<file path="src/rtl/reg_file_pkg.sv">
// Shared register-file constants for the CPU datapath.
// REG_ZERO is the architectural zero register: always reads 0 and ignores writes.
package reg_file_pkg;

  localparam int REG_WIDTH  = 8;
  localparam int REG_DEPTH  = 8;
  localparam int REG_ADDR_W = 3;
  localparam int REG_ZERO   = 0;

endpackage

</file>
<file path="src/rtl/reg_file_d_flip_flop.sv">
// Storage primitives for the register file.
// dLatch: a level-sensitive D latch that is transparent while en is high.
// d_flip_flop: a rising-edge flip-flop built from two latches in master-slave form.
//   The master is open while clk is low and the slave is open while clk is high.
//   The slave output is the stored bit.

module dLatch (
  input  logic en,
  input  logic d,
  output logic q
);

  // Follow d while enabled and hold the last value while disabled.
  always_latch begin
    if (en) q <= d;
  end

endmodule

module d_flip_flop (
  input  logic d,
  input  logic clk,
  output logic q
);

  logic clk_n;
  logic master_q;

  assign clk_n = ~clk;

  dLatch u_master (
    .en (clk_n),
    .d  (d),
    .q  (master_q)
  );

  dLatch u_slave (
    .en (clk),
    .d  (master_q),
    .q  (q)
  );

endmodule

</file>
<file path="src/rtl/reg_file.sv">
// Register file between CPU writeback (write port) and ALU operand fetch (read ports A and B).
// Entry 0 is the hardwired zero register, so it gets no storage.
// Every other bit is a master-slave flip-flop whose D input is chosen here.
// Clear has priority over load, and load has priority over hold.
// The read ports are plain combinational muxes, so a write to the address being read
// is not bypassed. The new value shows up only after the clock edge.

module reg_file
  import reg_file_pkg::*;
#(
  parameter int WIDTH  = REG_WIDTH,
  parameter int DEPTH  = REG_DEPTH,
  parameter int ADDR_W = REG_ADDR_W
) (
  input  logic              clk,
  input  logic              rst,
  input  logic              we,
  input  logic [ADDR_W-1:0] waddr,
  input  logic [WIDTH-1:0]  wdata,
  input  logic [ADDR_W-1:0] raddr_a,
  output logic [WIDTH-1:0]  rdata_a,
  input  logic [ADDR_W-1:0] raddr_b,
  output logic [WIDTH-1:0]  rdata_b
);

  logic [DEPTH-1:1]             write_sel;
  logic [DEPTH-1:1][WIDTH-1:0]  entry_d;
  logic [DEPTH-1:0][WIDTH-1:0]  entry_q;

  // One-hot write decoder gated by we; the zero register has no select line.
  always_comb begin
    write_sel = '0;
    for (int i = 1; i < DEPTH; i++) begin
      write_sel[i] = we && (waddr == ADDR_W'(i));
    end
  end

  // Per-entry next value: clear on reset, load on a write hit, otherwise recirculate.
  always_comb begin
    entry_d = '0;
    for (int i = 1; i < DEPTH; i++) begin
      if (rst) begin
        entry_d[i] = '0;
      end else if (write_sel[i]) begin
        entry_d[i] = wdata;
      end else begin
        entry_d[i] = entry_q[i];
      end
    end
  end

  assign entry_q[REG_ZERO] = '0;

  for (genvar e = 1; e < DEPTH; e++) begin : g_entry
    for (genvar b = 0; b < WIDTH; b++) begin : g_bit
      d_flip_flop u_ff (
        .d   (entry_d[e][b]),
        .clk (clk),
        .q   (entry_q[e][b])
      );
    end
  end

  assign rdata_a = entry_q[raddr_a];
  assign rdata_b = entry_q[raddr_b];

endmodule

</file>
<file path="config.mk">
export PLATFORM = sky130hd
export DESIGN_NAME = reg_file
export DESIGN_NICKNAME = d
export VERILOG_FILES = /design/src/rtl/reg_file_pkg.sv /design/src/rtl/reg_file_d_flip_flop.sv /design/src/rtl/reg_file.sv
export SDC_FILE = /design/constraint.sdc
export NUM_CORES = 1
export LEC_CHECK = 0
export ABC_AREA = 1
export CELL_PAD_IN_SITES_DETAIL_PLACEMENT = 1
export CELL_PAD_IN_SITES_GLOBAL_PLACEMENT = 2
export CORE_MARGIN = 4
export CORE_UTILIZATION = 27
export CTS_CLUSTER_SIZE = 25
export DETAILED_ROUTE_END_ITERATION = 8
export GPL_TIMING_DRIVEN = 1
export PLACE_DENSITY = 0.76
export RECOVER_POWER = 25
export SYNTH_ARGS = -nofsm -noshare
export SYNTH_HDL_FRONTEND = slang
export SYNTH_HIERARCHICAL = 1
export SYNTH_SLANG_ARGS = --single-unit
</file>
<file path="constraint.sdc">
create_clock -name vclk -period 0.94
set_clock_uncertainty 0.2 [all_clocks]
set_input_delay 0.141 -clock vclk [all_inputs]
set_output_delay 0.141 -clock vclk [all_outputs]
set_load 0.01 [all_outputs]
</file>
---- Word-level counts from Yosys, hierarchy flattened ----
Index checks and enable logic that the tools add are counted.
cells by class
  order comparisons ....................... 2
  eq/ne operators ......................... 7
  mux-type cells .......................... 131
  reduce and logical (&&, ||, !) cells .... 7
operators by type and width
  cell                                                         number
  2-to-1 mux 8 bit                                             16
  2-to-1 mux 1 bit                                             113
  binary-select mux 8 bit (select 3 bit)                       2
  == test 3 bit (second input constant)                        4
  less-than comparator 3 x 4 -> 1 bit (second input constant)  2
  logical AND 1 bit                                            7
  == test 3 x 2 -> 1 bit (second input constant)               2
  == test 3 x 1 -> 1 bit (second input constant)               1
storage, ports and cells
  register bits after elaboration ......... 0
  bits in latches ......................... 112
  input bits .............................. 20
  output and inout port bits .............. 16
  word-level logic and storage cells ...... 259

---- Depth between registers and ports, before layout ----
  depth after elaboration ................. 5
  mapped depth ............................ 8

---- Cells and area by module ----
Netlist, hierarchy kept.
by module, submodules not included
  module       instances  cells each  area each (µm²)  seq. area each (µm²)
  reg_file     1          540         2240.9           0.0
  dLatch       112        1           15.0             0.0
  d_flip_flop  56         1           3.8              0.0

==> results.json <==
{
  "grt_overflow": 0,
  "gr-usage-met2_pct": 29.3,
  "layout-drive-gt1-share_pct": 21.4,
  "fin_nets": 780,
  "postSynthAreaPerCell_sq_um": 5.84,
  "start_util_pct": 28.0,
  "final_util_pct": 37.3,
  "violations": "negative setup slack",
  "first_iter_violations": 232,
  "rsz0062_at_grt": "yes",
  "n_antenna_cell": 0,
  "critPathLaunchType": "input port",
  "syn_nets": 728,
  "antenna_found_initial": 0,
  "p_seq_share_pct": 15.2,
  "netlist_instances": 708,
  "syn2layout_area_growth_pct": 33.3,
  "synth_edf_count": 0,
  "swShare_pct": 50.0,
  "unclocked_regs": 112,
  "finalSetupViolCount": 16,
  "required_ps": 600,
  "die_area_sq_um": 17400,
  "cts_hold_buf": 0,
  "clockPowerShare_pct": 0,
  "yosys.area.top_type_share_pct": 40.7,
  "drc": 0,
  "grt_pass1_wl_mm": 24.6,
  "hold_class": "in -> out",
  "finalCriticalPeriod_ps": 1410,
  "grt_use_total_pct": 17.3,
  "drt_pre_antenna_iters": 4,
  "slew_headroom_pct": 32.4,
  "dr_total_vias": 4321,
  "route.antenna.remaining_nets": 0,
  "yosysUniqueCellTypes": 16,
  "yosys_warnings": 6,
  "power.switching_mw": 0.929,
  "untimed_endpoints": 112,
  "internal_power_mw": 0.931,
  "place_hpwl_mm": 11.0,
  "via_per_inst": 4.59,
  "die-height_microns": 132,
  "setup_ws_ps": -470,
  "status": "complete, but fails checks",
  "ys_async_sr_fraction_pct": 0,
  "power_mw": 1.86,
  "fin_hold_ws_ps": 605,
  "gp_congestion": 0.851,
  "cap_viol_max_count": 0,
  "power.leakage_nw": 2.92,
  "yosys-top-cells-area": "dlxtp_1, nand2_1, inv_1",
  "ys_ff_latch": 112,
  "preCtsSetupSlack_ps": -1360,
  "path_max_fanout": 6,
  "finish.instance_area_sq_um": 5510,
  "post_drt_wl_per_cell_microns": 16.2,
  "fin_crit_sh_pct": 150,
  "ir_drop_uv": 292,
  "fp.dieW_microns": 132,
  "end_kind": "output port",
  "crit_type": "in -> out",
  "crit_path_end": "rdata_a[2]",
  "yosysTopAreaCell": "dlxtp_1",
  "grt_max_degree": 113,
  "worst_pin_slew_ps": 1010,
  "hold_violations": 0,
  "synth_area_sq_um": 4130,
  "slew_violations": 0,
  "grtUsageMet3_pct": 1.03,
  "synthFlopType": "dlxtp_1",
  "power.density_nw_per_um2": 338,
  "arrival_ps": 1070,
  "drt-total-wl_mm": 15.2,
  "pwr-share-comb_pct": 84.8,
  "synth_commonest_cells": "nand2_1, inv_1, nor2_1",
  "top_usage_layer": "met2",
  "place_area_sq_um": 4890,
  "numPortBuffers": 36,
  "cp-startpoint": "raddr_a[0]",
  "core_area_sq_um": 14800,
  "n_fill_cell": 1899,
  "min_from": "raddr_a[2]",
  "grt_pass1_vias": 4522,
  "globalRouteMet1Util_pct": 25.0,
  "synth_most_common_cell": "nand2_1",
  "rows": 44,
  "io_pins": 36,
  "timing.fmax_mhz": 709
}
## sequential cells by signal, indices dropped and copies added (netlist names)
register and cells:
g_entry.g_bit.u_ff/u_slave/q 56, g_entry.g_bit.u_ff/u_master/q 56
## cell families (layout without fill, tap and decap cells)
family | count (synthesis) | after routing | share of synthesized area [%]
simple gates | 402 | 402 | 39.1
compound gates | 40 | 40 | 4.84
latches | 112 | 112 | 40.7
buf+inv | 154 | 204 | 15.4
## how the worst min path moves through the flow
| stage | endpoint | slack [ps] | cells after the start |
|---|---|---|---|
| after detailed placement | rdata_b[0] | 1270 | 5 |
| after global placement | rdata_b[0] | 1270 | 5 |
| after CTS | rdata_b[5] | 670 | 7 |
| final | rdata_a[1] | 600 | 5 |
| after floorplan | rdata_a[1] | 390 | 3 |
| after global routing | rdata_a[1] | 660 | 5 |
## per-stage QoR
stage	instances	TNS (ps)
6_report	942	-6870
4_1_cts	943	-7150
5_1_grt	942	-7700
3_5_place_dp	922	-20910
2_1_floorplan	708	-1690
3_3_place_gp	922	-20660
## area by class of cell
class / count / area, sq um / share of cell area [%]
Sequential cell: 112 / 1680 / 30.5
Timing Repair inverter: 1 / 11.3 / 0.204
Tap cell: 184 / 230 / 4.18
Inverter: 130 / 522 / 9.47
Timing Repair Buffer: 73 / 1000 / 18.2
Multi-Input combinational cell: 442 / 2060 / 37.5
## repair_timing
action | CTS | global route
cloned | 8 | 0
setup buffers | 14 | 0
resized for setup | 171 | 27
pin swaps | 41 | 14
endpoints found under the hold margin | 0 | 0
endpoints found under the setup margin | 16 | 16
## per-layer routing
metal  vias to the layer above  wire length [microns]
met5                         -                      0
met4                         0                    194
met3                        16                    583
met2                        78                   7050
met1                      2057                   7400
li1                       2170                      -
## power groups by stage
stage	clock (mW)	sequential, mW	combinational, mW
finish	0	0.282	1.58
global route	0	0.291	1.73
CTS	0	0.283	1.56
detailed placement	0	0.282	1.28
global placement	0	0.279	1.24
floorplan	0	0.272	0.702
## placed cells by master, fill, tap and decap left out, types with 9 or more instances in the layout
cell type,n
nand2_2,69
inv_1,118
buf_12,13
nand3_2,17
o21ai_0,40
nand2_1,164
buf_4,9
nand3_1,31
buf_6,27
dlxtp_1,112
nor2_1,116
clkdlybuf4s50_1,13
## critical path, cell delays in order
cell     delay (ps)
buf_12           90
buf_12          120
inv_16           50
nor2_4          180
buf_6           140
nand2_2          40
nand2_1          60
nand2_1          60
nand2_2          90
buf_6           110
(Power assumes the default switching activity.)
